## src/rtl/key_load_ctrl_pkg.sv

```systemverilog
// Shared definitions for the key loader: default frame geometry and the FSM state type.
package key_load_ctrl_pkg;

   localparam int KEY_BYTES_DEF = 16;
   localparam int BYTE_W_DEF    = 8;

   typedef enum logic [2:0] {
      IDLE,
      COLLECT,
      HOLD,
      LOAD,
      READY
   } state_e;

endpackage

```

## src/rtl/key_load_ctrl_byte_counter.sv

```systemverilog
// Saturating byte counter next-value logic; the owning FSM holds the actual count/overflow flops.
module key_load_ctrl_byte_counter
   import key_load_ctrl_pkg::*;
#(
   parameter int KEY_BYTES = KEY_BYTES_DEF,
   parameter int CNT_W     = $clog2(KEY_BYTES + 1)
) (
   input  logic [CNT_W-1:0] cnt_in,
   input  logic             ovf_in,
   input  logic             byte_valid,
   output logic [CNT_W-1:0] cnt_out,
   output logic             ovf_out,
   output logic             accept
);

   logic full;

   assign full = (cnt_in == CNT_W'(KEY_BYTES));

   // A byte beyond a full frame is refused and only marks the frame as overlong.
   assign accept  = byte_valid & ~full;
   assign cnt_out = accept ? cnt_in + CNT_W'(1) : cnt_in;
   assign ovf_out = ovf_in | (byte_valid & full);

endmodule

```

## src/rtl/key_load_ctrl.sv

```systemverilog
// Assembles a KEY_BYTES-byte key frame from a serial bus and strobes it into the key register
// only when the frame was exactly the right length and the encryptor is idle.
module key_load_ctrl
   import key_load_ctrl_pkg::*;
#(
   parameter int KEY_BYTES = KEY_BYTES_DEF,
   parameter int BYTE_W    = BYTE_W_DEF
) (
   input  logic                          clk,
   input  logic                          n_rst,
   input  logic                          start_det,
   input  logic                          stop_det,
   input  logic                          byte_valid,
   input  logic [BYTE_W-1:0]             byte_in,
   input  logic                          aes_busy,
   input  logic                          key_consumed,
   output logic [KEY_BYTES*BYTE_W-1:0]   rx_data,
   output logic                          reg_enable,
   output logic                          key_valid,
   output logic                          frame_err
);

   localparam int KEY_W = KEY_BYTES * BYTE_W;
   localparam int CNT_W = $clog2(KEY_BYTES + 1);

   state_e             state_q, state_d;
   logic [CNT_W-1:0]   cnt_q, cnt_d, cnt_inc;
   logic [KEY_W-1:0]   buf_q, buf_d;
   logic               ovf_q, ovf_d, ovf_inc, byte_accept;
   logic               reg_enable_q, reg_enable_d;
   logic               key_valid_q, key_valid_d;
   logic               frame_err_q, frame_err_d;

   key_load_ctrl_byte_counter #(
      .KEY_BYTES (KEY_BYTES),
      .CNT_W     (CNT_W)
   ) u_byte_counter (
      .cnt_in     (cnt_q),
      .ovf_in     (ovf_q),
      .byte_valid (byte_valid),
      .cnt_out    (cnt_inc),
      .ovf_out    (ovf_inc),
      .accept     (byte_accept)
   );

   always_comb begin
      // NOTE: every signal gets a default before the case so no path leaves it unassigned (no latch).
      state_d      = state_q;
      cnt_d        = cnt_q;
      buf_d        = buf_q;
      ovf_d        = ovf_q;
      reg_enable_d = 1'b0;
      key_valid_d  = key_valid_q & ~key_consumed;
      frame_err_d  = frame_err_q;

      case (state_q)
         IDLE: begin
            if (start_det) begin
               state_d = COLLECT;
               cnt_d   = '0;
               buf_d   = '0;
               ovf_d   = 1'b0;
            end
         end
         COLLECT: begin
            if (start_det) begin
               cnt_d = '0;
               buf_d = '0;
               ovf_d = 1'b0;
            end else begin
               // A byte arriving with the stop is folded in before the stop is judged.
               cnt_d = cnt_inc;
               ovf_d = ovf_inc;
               if (byte_accept) buf_d = {buf_q[KEY_W-BYTE_W-1:0], byte_in};
               if (stop_det) begin
                  if (cnt_inc == CNT_W'(KEY_BYTES) && !ovf_inc) begin
                     if (aes_busy) begin
                        state_d = HOLD;
                     end else begin
                        state_d      = LOAD;
                        reg_enable_d = 1'b1;
                        frame_err_d  = 1'b0;
                     end
                  end else begin
                     state_d     = IDLE;
                     frame_err_d = 1'b1;
                     cnt_d       = '0;
                     buf_d       = '0;
                     ovf_d       = 1'b0;
                  end
               end
            end
         end
         HOLD: begin
            if (!aes_busy) begin
               state_d      = LOAD;
               reg_enable_d = 1'b1;
               frame_err_d  = 1'b0;
            end
         end
         LOAD: begin
            // If the encryptor woke up during the strobe, the gated strobe was suppressed: retry.
            if (aes_busy) begin
               state_d = HOLD;
            end else begin
               state_d     = READY;
               key_valid_d = 1'b1;
            end
         end
         READY: begin
            if (start_det) begin
               state_d = COLLECT;
               cnt_d   = '0;
               buf_d   = '0;
               ovf_d   = 1'b0;
            end else if (key_consumed) begin
               state_d = IDLE;
            end
         end
         default: state_d = IDLE;
      endcase
   end

   // NOTE: sequential state uses non-blocking assignments so all flops update together.
   always_ff @(posedge clk or negedge n_rst) begin
      if (!n_rst) begin
         state_q      <= IDLE;
         cnt_q        <= '0;
         buf_q        <= '0;
         ovf_q        <= 1'b0;
         reg_enable_q <= 1'b0;
         key_valid_q  <= 1'b0;
         frame_err_q  <= 1'b0;
      end else begin
         state_q      <= state_d;
         cnt_q        <= cnt_d;
         buf_q        <= buf_d;
         ovf_q        <= ovf_d;
         reg_enable_q <= reg_enable_d;
         key_valid_q  <= key_valid_d;
         frame_err_q  <= frame_err_d;
      end
   end

   assign rx_data    = buf_q;
   assign reg_enable = reg_enable_q & ~aes_busy;
   assign key_valid  = key_valid_q;
   assign frame_err  = frame_err_q;

endmodule

```

## config.mk

```make
export PLATFORM = sky130hd
export DESIGN_NAME = key_load_ctrl
export DESIGN_NICKNAME = d
export VERILOG_FILES = /design/src/rtl/key_load_ctrl_pkg.sv /design/src/rtl/key_load_ctrl_byte_counter.sv /design/src/rtl/key_load_ctrl.sv
export SDC_FILE = /design/constraint.sdc
export NUM_CORES = 1
export LEC_CHECK = 0
export ABC_AREA = 1
export BUFFER_PORTS_ARGS = -buffer_cell sky130_fd_sc_hd__buf_2
export CAP_MARGIN = 10
export CELL_PAD_IN_SITES_DETAIL_PLACEMENT = 0
export CELL_PAD_IN_SITES_GLOBAL_PLACEMENT = 1
export CORE_MARGIN = 10
export CORE_UTILIZATION = 40
export CTS_BUF_LIST = sky130_fd_sc_hd__clkbuf_4 sky130_fd_sc_hd__clkbuf_8
export DETAILED_ROUTE_END_ITERATION = 7
export GPL_ROUTABILITY_DRIVEN = 0
export HOLD_SLACK_MARGIN = 0.06
export PLACE_DENSITY_LB_ADDON = 0.1
export SLEW_MARGIN = 20
export SYNTH_ARGS = -nofsm -noshare
export SYNTH_HDL_FRONTEND = slang
export SYNTH_HIERARCHICAL = 1
export SYNTH_SLANG_ARGS = --single-unit
```

## constraint.sdc

```tcl
create_clock -name clk -period 3.9 [get_ports clk]
set_input_delay 0.195 -clock clk [delete_from_list [all_inputs] [get_ports clk]]
set_output_delay 0.195 -clock clk [all_outputs]
set_load 0.05 [all_outputs]
```

### Yosys cells after proc, flatten, opt, wreduce, memory -nomap -nowiden

Index checks and enable logic that the tools add are counted.

* flip-flop bits (word level): 140
* latch bits: 0
* bits in writable memories: 0
* bits in read-only memories: 0
* bits of input ports: 15
* output and inout bits: 131
* logic and storage cells: 76
* memories kept: 0

* add/sub/neg operators: 1
* $mul: 0
* divide/modulo/power cells: 0
* order comparisons: 0
* eq/ne operators: 12
* shift-type cells: 0
* multiplexer cells: 39
* bitwise logic cells: 8
* reductions and logical operators: 9

Operators with widths (number)
* 128-bit 2-to-1 mux: 5
* 128-bit case mux with 2 select lines: 1
* 5-bit 2-to-1 mux: 5
* 3-bit 2-to-1 mux: 8
* 1-bit 2-to-1 mux: 15
* 3-bit case mux with 5 select lines: 1
* 5-bit == test, second input constant: 2
* 5-bit case mux with 2 select lines: 1
* 2-bit != test, second input constant: 4
* 3-bit by 2-bit == test with 1-bit output, second input constant: 2
* 1-bit case mux with 2 select lines: 3
* 5-bit by 1-bit adder with 5-bit output, second input constant: 1
* 5-bit AND reduction: 1
* 1-bit AND: 4
* 2-bit nonzero test: 2
* 3-bit by 1-bit == test with 1-bit output, second input constant: 1
* 3-bit == test, second input constant: 1
* 3-bit logical NOT: 1
* 3-bit != test, second input constant: 1
* 1-bit NOT: 3
* 3-bit AND reduction: 1
* 2-bit by 1-bit != test with 1-bit output, second input constant: 1
* 2-bit AND reduction: 1
* 2-bit OR reduction: 1
* other kinds (3): 3

### Depth between registers and ports, before layout

Gate-level depths: netlist (run 1).

* depth in word-level cells: 10
* mapped depth: 15
* depth with buffers taken out: 15

### Hierarchy

The synthesis (run 1) kept the hierarchy.

By module, submodules not included
* key_load_ctrl: times used 1, cells an instance 774, area an instance 6252.2 µm²
* key_load_ctrl_byte_counter: times used 1, cells an instance 30, area an instance 151.4 µm²

### Worst setup path before layout (run 1)

OpenSTA, ideal clock, no wires.

* path type: register to register
* from: reg cnt_q[0]
* to: reg buf_q[0] (netlist: rx_data[0])
* data arrival time: 1.820 ns
* data required time: 3.779 ns
* setup slack: 1.958 ns
* cell stages (with the launch flop): 16
* clock period less this slack: 1.942 ns
* path through: dfrtp_1 -> inv_1 -> ha_1 -> nand2_1 -> inv_1 -> nand2_1 -> nand2_1 -> nand2_1 -> nand2_1 -> nor2_1 -> nand3_1 -> nand2_1 -> a21oi_4 -> buf_4 -> buf_2 -> nor2_1

* longest elaborated chain between the ends: 10
* elaborated cells between the ends (all ways): 15
* those cells by class: add/sub (1); eq/ne (2); mux (6); bitwise (4); reduce/logical (2)

RTL lines
* start, declared: RTL line key_load_ctrl.sv:27 `logic [CNT_W-1:0] cnt_q, cnt_d, cnt_inc;`
* start signal, assigned: RTL line key_load_ctrl.sv:136 `cnt_q <= cnt_d;`
* parallel branches: the longest is 3 deep, another holds 5-bit by 1-bit adder with 5-bit output
* 5-bit 2-to-1 mux *: RTL line key_load_ctrl_byte_counter.sv:22 `assign cnt_out = accept ? cnt_in + CNT_W'(1) : cnt_in;`
* net cnt_inc[1]: RTL line key_load_ctrl.sv:27
* 5-bit == test *: RTL line key_load_ctrl.sv:76 `if (cnt_inc == CNT_W'(KEY_BYTES) && !ovf_inc) begin`
* 1-bit logical AND *: RTL line key_load_ctrl.sv:76
* 128-bit 2-to-1 mux *: RTL line key_load_ctrl.sv:76
* 128-bit 2-to-1 mux *: RTL line key_load_ctrl.sv:75 `if (stop_det) begin`
* 128-bit 2-to-1 mux *: RTL line key_load_ctrl.sv:66 `if (start_det) begin`
* 128-bit case mux with 2 select lines *: RTL line key_load_ctrl.sv:56 `case (state_q)`
* end signal, assigned: RTL line key_load_ctrl.sv:137 `buf_q <= buf_d;`
* end, declared: RTL line key_load_ctrl.sv:28 `logic [KEY_W-1:0] buf_q, buf_d;`

Mark *: on every way through the listed nets, which the timed path passes.
A chain may end at the register's enable or synchronous reset.

### Final worst setup path (run 1)

* from: reg cnt_q[1]
* to: reg buf_q[76] (netlist: rx_data[76])

The elaborated chain is that of the path after synthesis.

==> impl_metrics.toml, run 1 <==
[run_status]
outcome = "completed"

[logic_synthesis]
synthDominantAreaCellType = "dfrtp_1"
top_cells_by_area_synth = "dfrtp_1 55%, o21ai_0 11%, nand2_1 9.7%"
syn-mean-instance-area_sq_um = 7.96
number_of_synthesized_flops_with_an_enable_pin = 0
post_syn_instances = 804
async_flop_share = 1.00
synth_warnings = 6
yosys_register_bits = 140
netlist_top_cells_count = "166 x nand2_1, 147 x inv_1, 145 x nor2_1"
synth-seq-area-share = 0.547
synthMostInstantiatedCell = "nand2_1"
netlist_area_sq_mm = 0.00640
synth_largest_type_area_fraction = 0.547
mappedNetlistNets = 821
ys.flop_type = "dfrtp_1"
yosys.cell_types.count = 22

[floorplan]
die_area_sq_mm = 0.0215
effective_utilization_at_floorplan = 0.406
boundaryPins = 146
die_w_um = 147
num_rows = 46
chipHeight_um = 147
core_sq_mm = 0.0158

[detailed_routing]
m1WireLength_mm = 7.41
remaining_drc_errors = 0
met3WireLength_um = 990
detail-route-antenna-nets = 0
wire_per_inst_um = 13.9
routed-wl-met2_mm = 7.76
routed_via_density = 4.52
topRoutingLayerUsed = "met4"
drt_first_iter_violations = 276
wl_mm = 16.4
dr_total_vias = 5306
detail_route.first_pass.iterations = 4

[clock_network]
clkSinkCount = 140
clock_tree.htree_level_count = 4
cts_tree = "done"
tritoncts.num_buffers = 17
cts.path.max_buffers = 2
clkSlewWorstSetupHoldPaths_ns = 0.07
insertion_delay_ns = 0.45
ctsRootBufferMaster = "clkbuf_8"

[run]
cap_violations = 0

[critical_path]
timing_worst_setup_path_type = "flip-flop to flip-flop"
max_fanout_on_critical_path = 22
critPathCaptureType = "flip-flop"
crit_required_ns = 4.23
worst_ep_arrival_time_ns = 3.11
timing.critical_path.from_type = "flip-flop"

[timing]
fmax_ghz = 0.360
worst_slew_margin_rel = 0.429
setup_repair_after_global_routing_missed_its_margin = "false"
finalSetupViolations = 0
post-route-period-util = 0.713
finalClockSkew_ns = 0.00863
finalMaxSlewViolations = 0
fin_tns_setup_ns = 0
timing_worst_slew_pin_value_ns = 0.857
final_hold_viol_count = 0
min_period_ns = 2.78

[placement]
buffer_ports.inserted = 145
place.detailed.hpwl_mm = 11.2

[global_routing]
grtUsageTotal = 0.154
grt_pass1_wl_mm = 27.1
grt_max_degree = 173
grt_antenna_before_repair = 0
first_global_vias = 5263
global_route.overflow_total = 0

[layout]
layout.nets = 963
number_of_filler_cells_placed_in_the_layout = 1616
syn2layout_area_growth_pct = 21.2
antennaDiodeCount = 0
layout-drive-gt1-share = 0.202

[worst_hold_path]
hold_path_class = "primary input to flip-flop"
-- repair_timing --
item                                   CTS  global route
buffers inserted                         0             0
endpoints found under the hold margin  101             0
hold buffers                            12             0
gates resized for setup                  0             0
-- layer usage --
metal / vias up / global-route usage
li1: 2700 / -
met1: 2458 / 0.189
met2: 134 / 0.249
met3: 14 / 0.0504
met4: 0 / 0.0511
met5: - / 0
-- path summary, 6_finish.rpt --
kind | slack, ns | to | depth (start not counted) | startpoint
max | 1.12 | rx_data[76] | 14 | cnt_q[1]
min | 0.11 | ovf_q | 4 | stop_det
max reg2reg | 1.12 | rx_data[76] | 14 | cnt_q[1]
min reg2reg | 0.50 | frame_err | 2 | frame_err
max in group asynchronous | 2.58 | rx_data[7] | 3 | n_rst
min in group asynchronous | 0.39 | rx_data[83] | 2 | n_rst
-- cell type report --
| class | instances | area [sq um] | area share |
|---|---|---|---|
| sequential | 140 | 3500 | 0.452 |
| multi-input combinational | 474 | 2060 | 0.265 |
| timing repair buffer | 165 | 962 | 0.124 |
| inverter | 148 | 556 | 0.0716 |
| clock buffer | 27 | 359 | 0.0463 |
| tap | 216 | 270 | 0.0348 |
| clock inverter | 5 | 52.6 | 0.00677 |
-- stage by stage --
stage / area, sq um / worst slack [ns] / std cells / hold WS (ns) / util
CTS: 7760 / 1.13 / 1175 / 0.0742 / 0.492
finish: 7760 / 1.12 / 1175 / 0.108 / 0.492
detailed placement: 7230 / 1.15 / 1131 / 0.341 / 0.458
floorplan: 6400 / 1.96 / 804 / -0.101 / -
global route: 7760 / 0.865 / 1175 / 0.116 / 0.492
global placement: 7230 / 1.30 / 1131 / 0.349 / 0.458
-- critical path, cell delays in order, from the launching register on --
cell and delay [ns]:
dfrtp_1 0.43, inv_1 0.10, ha_1 0.14, nand2_1 0.05
inv_1 0.06, nand2_1 0.11, nand2_1 0.13, nand2_1 0.06
nand2_1 0.11, nor2_1 0.06, nand3_1 0.12, nand2_1 0.17
a21oi_4 0.68, buf_4 0.37, nor2_1 0.08
-- logic make-up (layout without fill, tap and decap cells) --
logic type | count (synthesis) | after routing | share of synthesized area
AOI/OAI and AO/OA | 140 | 140 | 0.112
xor gates and xnor gates | 2 | 2 | 0.00274
adders and majority gates | 2 | 2 | 0.00391
buffers and inverters | 190 | 345 | 0.134
DFF | 140 | 140 | 0.547
and+or+nand+nor | 330 | 330 | 0.200
-- layout by cell type (no fill, tap or decap), types with 3 or more instances in the layout --
master and count:
nand2_1 166, inv_1 147, nor2_1 145, buf_2 144
dfrtp_1 140, o21ai_0 136, clkbuf_8 25, dlygate4sd3_1 12
nand3_1 7, nand4_1 5, buf_12 4, buf_4 4
nand2_2 3, clkinv_2 3
-- state kept, by name, indices dropped and copies added, names as in the netlist --
signal and count:
rx_data 128, cnt_q 5, state_q 3, frame_err 1, key_valid 1, ovf_q 1, reg_enable_q 1
Power of run 1 is left out: the tool's default activity adds up to more than one toggle a clock period on the data nets, which glitch-free logic cannot reach.
==> inputs of run 2 (changes only) <==
--- a/config.mk
+++ b/config.mk
@@ -5,13 +5,13 @@
 export SDC_FILE = /design/constraint.sdc
 export NUM_CORES = 1
 export LEC_CHECK = 0
-export ABC_AREA = 1
+export ABC_AREA = 0
 export BUFFER_PORTS_ARGS = -buffer_cell sky130_fd_sc_hd__buf_2
 export CAP_MARGIN = 10
 export CELL_PAD_IN_SITES_DETAIL_PLACEMENT = 0
 export CELL_PAD_IN_SITES_GLOBAL_PLACEMENT = 1
 export CORE_MARGIN = 10
-export CORE_UTILIZATION = 40
+export CORE_UTILIZATION = 38
 export CTS_BUF_LIST = sky130_fd_sc_hd__clkbuf_4 sky130_fd_sc_hd__clkbuf_8
 export DETAILED_ROUTE_END_ITERATION = 7
 export GPL_ROUTABILITY_DRIVEN = 0
==> constraint.sdc (replaced) <==
create_clock -name clk -period 2.4 [get_ports clk]
set_input_delay 0.12 -clock clk [delete_from_list [all_inputs] [get_ports clk]]
set_output_delay 0.12 -clock clk [all_outputs]
set_load 0.05 [all_outputs]
==> impl_metrics.toml, run 2 <==
[critical_path]
critPathCaptureType = "flip-flop"
timing.critical_path.from_type = "flip-flop"
worstReg2RegEnd = "rx_data[92]"
worst_ep_arrival_time_ns = 3.12
max_fanout_on_critical_path = 28
timing.reg2reg.worst_path_depth = 10
crit_required_ns = 2.77
reg2reg_from = "cnt_q[0]"
timing_worst_setup_path_type = "flip-flop to flip-flop"
worst-r2r-setup-slack_ns = -0.35

[timing]
fin_tns_setup_ns = -41.57
postLayoutSetupSlackWorst_ns = -0.352
fin_worst_hold_slack_ns = 0.122
finalMaxSlewViolations = 0
setup_repair_after_global_routing_missed_its_margin = "true"
worst_slew_margin_rel = 0.448
finalSetupViolations = 137
timing_worst_slew_pin_value_ns = 0.829
min_period_ns = 2.75
post-route-period-util = 1.15
final_hold_viol_count = 0
finalClockSkew_ns = 0.00935
fmax_ghz = 0.363

[logic_synthesis]
syn-mean-instance-area_sq_um = 9.78
post_syn_instances = 639
synth_largest_type_area_fraction = 0.561
mappedNetlistNets = 656
number_of_synthesized_flops_with_an_enable_pin = 0
netlist_top_cells_count = "260 x nand2_1, 140 x dfrtp_1, 101 x a21oi_2"
synth-seq-area-share = 0.561
netlist_area_sq_mm = 0.00625
synthMostInstantiatedCell = "nand2_1"
synthDominantAreaCellType = "dfrtp_1"
ys.flop_type = "dfrtp_1"
top_cells_by_area_synth = "dfrtp_1 56%, nand2_1 16%, a21oi_2 14%"
synth_warnings = 6
async_flop_share = 1.00
yosys.cell_types.count = 38
yosys_register_bits = 140

[placement]
buffer_ports.inserted = 145
place.detailed.hpwl_mm = 11.7
dpl.cell_count = 976
detailedPlace.worstSlack_ns = -0.286

[clock_network]
cts_tree = "done"
clock_tree.htree_level_count = 4
tritoncts.num_buffers = 17
ctsRootBufferMaster = "clkbuf_8"
insertion_delay_ns = 0.45
clkSinkCount = 140
cts.path.max_buffers = 2
clkSlewWorstSetupHoldPaths_ns = 0.08

[global_routing]
grt_antenna_before_repair = 0
grt_max_degree = 76
global_route.overflow_total = 0
grtUsageTotal = 0.158
grt_pass1_wl_mm = 28.3
first_global_vias = 5217

[floorplan]
die_w_um = 148
boundaryPins = 146
chipHeight_um = 148
effective_utilization_at_floorplan = 0.391
core_sq_mm = 0.0160
num_rows = 46
die_area_sq_mm = 0.0220

[layout]
largest_register_ff_count = 128
multiInputGateArea_sq_mm = 0.00258
syn2layout_area_growth_pct = 27.7
mostFrequentLayoutCell = "nand2_1"
layout-drive-gt1-share = 0.416
number_of_filler_cells_placed_in_the_layout = 1599
antennaDiodeCount = 0
layout.nets = 816
most-common-layout-cells = "260 x nand2_1, 144 x buf_2, 140 x dfrtp_1, 109 x a21oi_2, 21 x a21oi_1"
post_layout_nonfiller_instances = 1028
layout.area.seq_sq_mm = 0.00350

[run_status]
outcome = "finished with violations"
failed_checks = "negative setup slack"

[detailed_routing]
routed_via_density = 4.93
remaining_drc_errors = 0
detail-route-antenna-nets = 0
wl_mm = 18.0
dr_total_vias = 5071
detail_route.first_pass.iterations = 4
wire_per_inst_um = 17.5
drt_first_iter_violations = 297

[worst_hold_path]
worstHoldPathCells = 4
holdPathEnd = "state_q[2]"
hold_path_class = "primary input to flip-flop"
hold_path.startpoint = "start_det"

[power_and_ir_drop]
pwr_density_cell_mw_per_mm2 = 970
vdd_drop_max_v = 0.000549
total_leakage_power_nw = 3.61

[run]
cap_violations = 0
## run 2: cell types whose count changed after synthesis, moves of 35 or more
cell	change
a21oi_1	+35
a21oi_2	+101
inv_1	-141
nand2_1	+94
nor2_1	-142
o21ai_0	-131
## run 2: per-layer routing
layer	routed length (um)	track usage
met1	8090	0.204
met2	8710	0.246
met3	1010	0.0501
met4	220	0.0520
met5	0	0
## run 2: timing repair
action	CTS	global route
cloned	0	5
pin swaps	0	3
setup endpoints to repair	136	137
setup buffers	0	3
hold endpoints to repair	71	0
hold buffers	12	0
gates resized for setup	0	19
## run 2: area by class of cell
| class | count | area share |
|---|---|---|
| clock buffer | 18 | 0.0302 |
| timing repair buffer | 187 | 0.150 |
| clock inverter | 14 | 0.0213 |
| multi-input combinational | 447 | 0.323 |
| sequential | 140 | 0.439 |
| tap | 216 | 0.0339 |
| inverter | 6 | 0.00282 |
## run 2: worst max-delay path, stage by stage (launching register included)
cell     delay [ns]
dfrtp_1        0.37
inv_2          0.04
ha_2           0.16
and3b_2        0.20
a21bo_4        0.23
mux2_4         0.30
or4b_4         0.54
o31ai_4        0.23
a21oi_4        0.19
buf_8          0.29
a21oi_1        0.13
## run 2: cells by family after synthesis
group                    Yosys count  synth area share
AO/OA/AOI/OAI                    155             0.196
multiplexers                       1           0.00240
buffers and inverters             52            0.0476
AND/OR/NAND/NOR                  286             0.186
XOR/XNOR                           3           0.00420
flip-flops                       140             0.561
adder cells (fa/ha/maj)            2           0.00400
## run 2: power by group
part	total, mW	internal (mW)	switching [mW]
Sequential	2.61	2.49	0.129
Clock	2.00	1.04	0.956
Combinational	3.13	0.851	2.28
## run 2: worst max-delay path by stage
stage / from / to / slack (ns) / cells after the start
after CTS: cnt_q[1] / rx_data[87] / -0.31 / 10
after floorplan: cnt_q[0] / rx_data[0] / -0.23 / 11
final: cnt_q[0] / rx_data[92] / -0.35 / 10
after detailed placement: cnt_q[0] / rx_data[87] / -0.29 / 10
after global placement: cnt_q[0] / rx_data[93] / -0.23 / 10
after global routing: cnt_q[0] / rx_data[80] / -0.46 / 11
## run 2: metrics by stage
step           instance area, sq um   util  power (mW)
6_report                       7980  0.499        7.74
5_1_grt                        7980  0.499        8.15
4_1_cts                        7820  0.489        7.45
3_5_place_dp                   7280  0.455        5.42
3_3_place_gp                   7280  0.455        5.39
2_1_floorplan                  6310      -        4.85
Power figures use the tool's default switching activity.
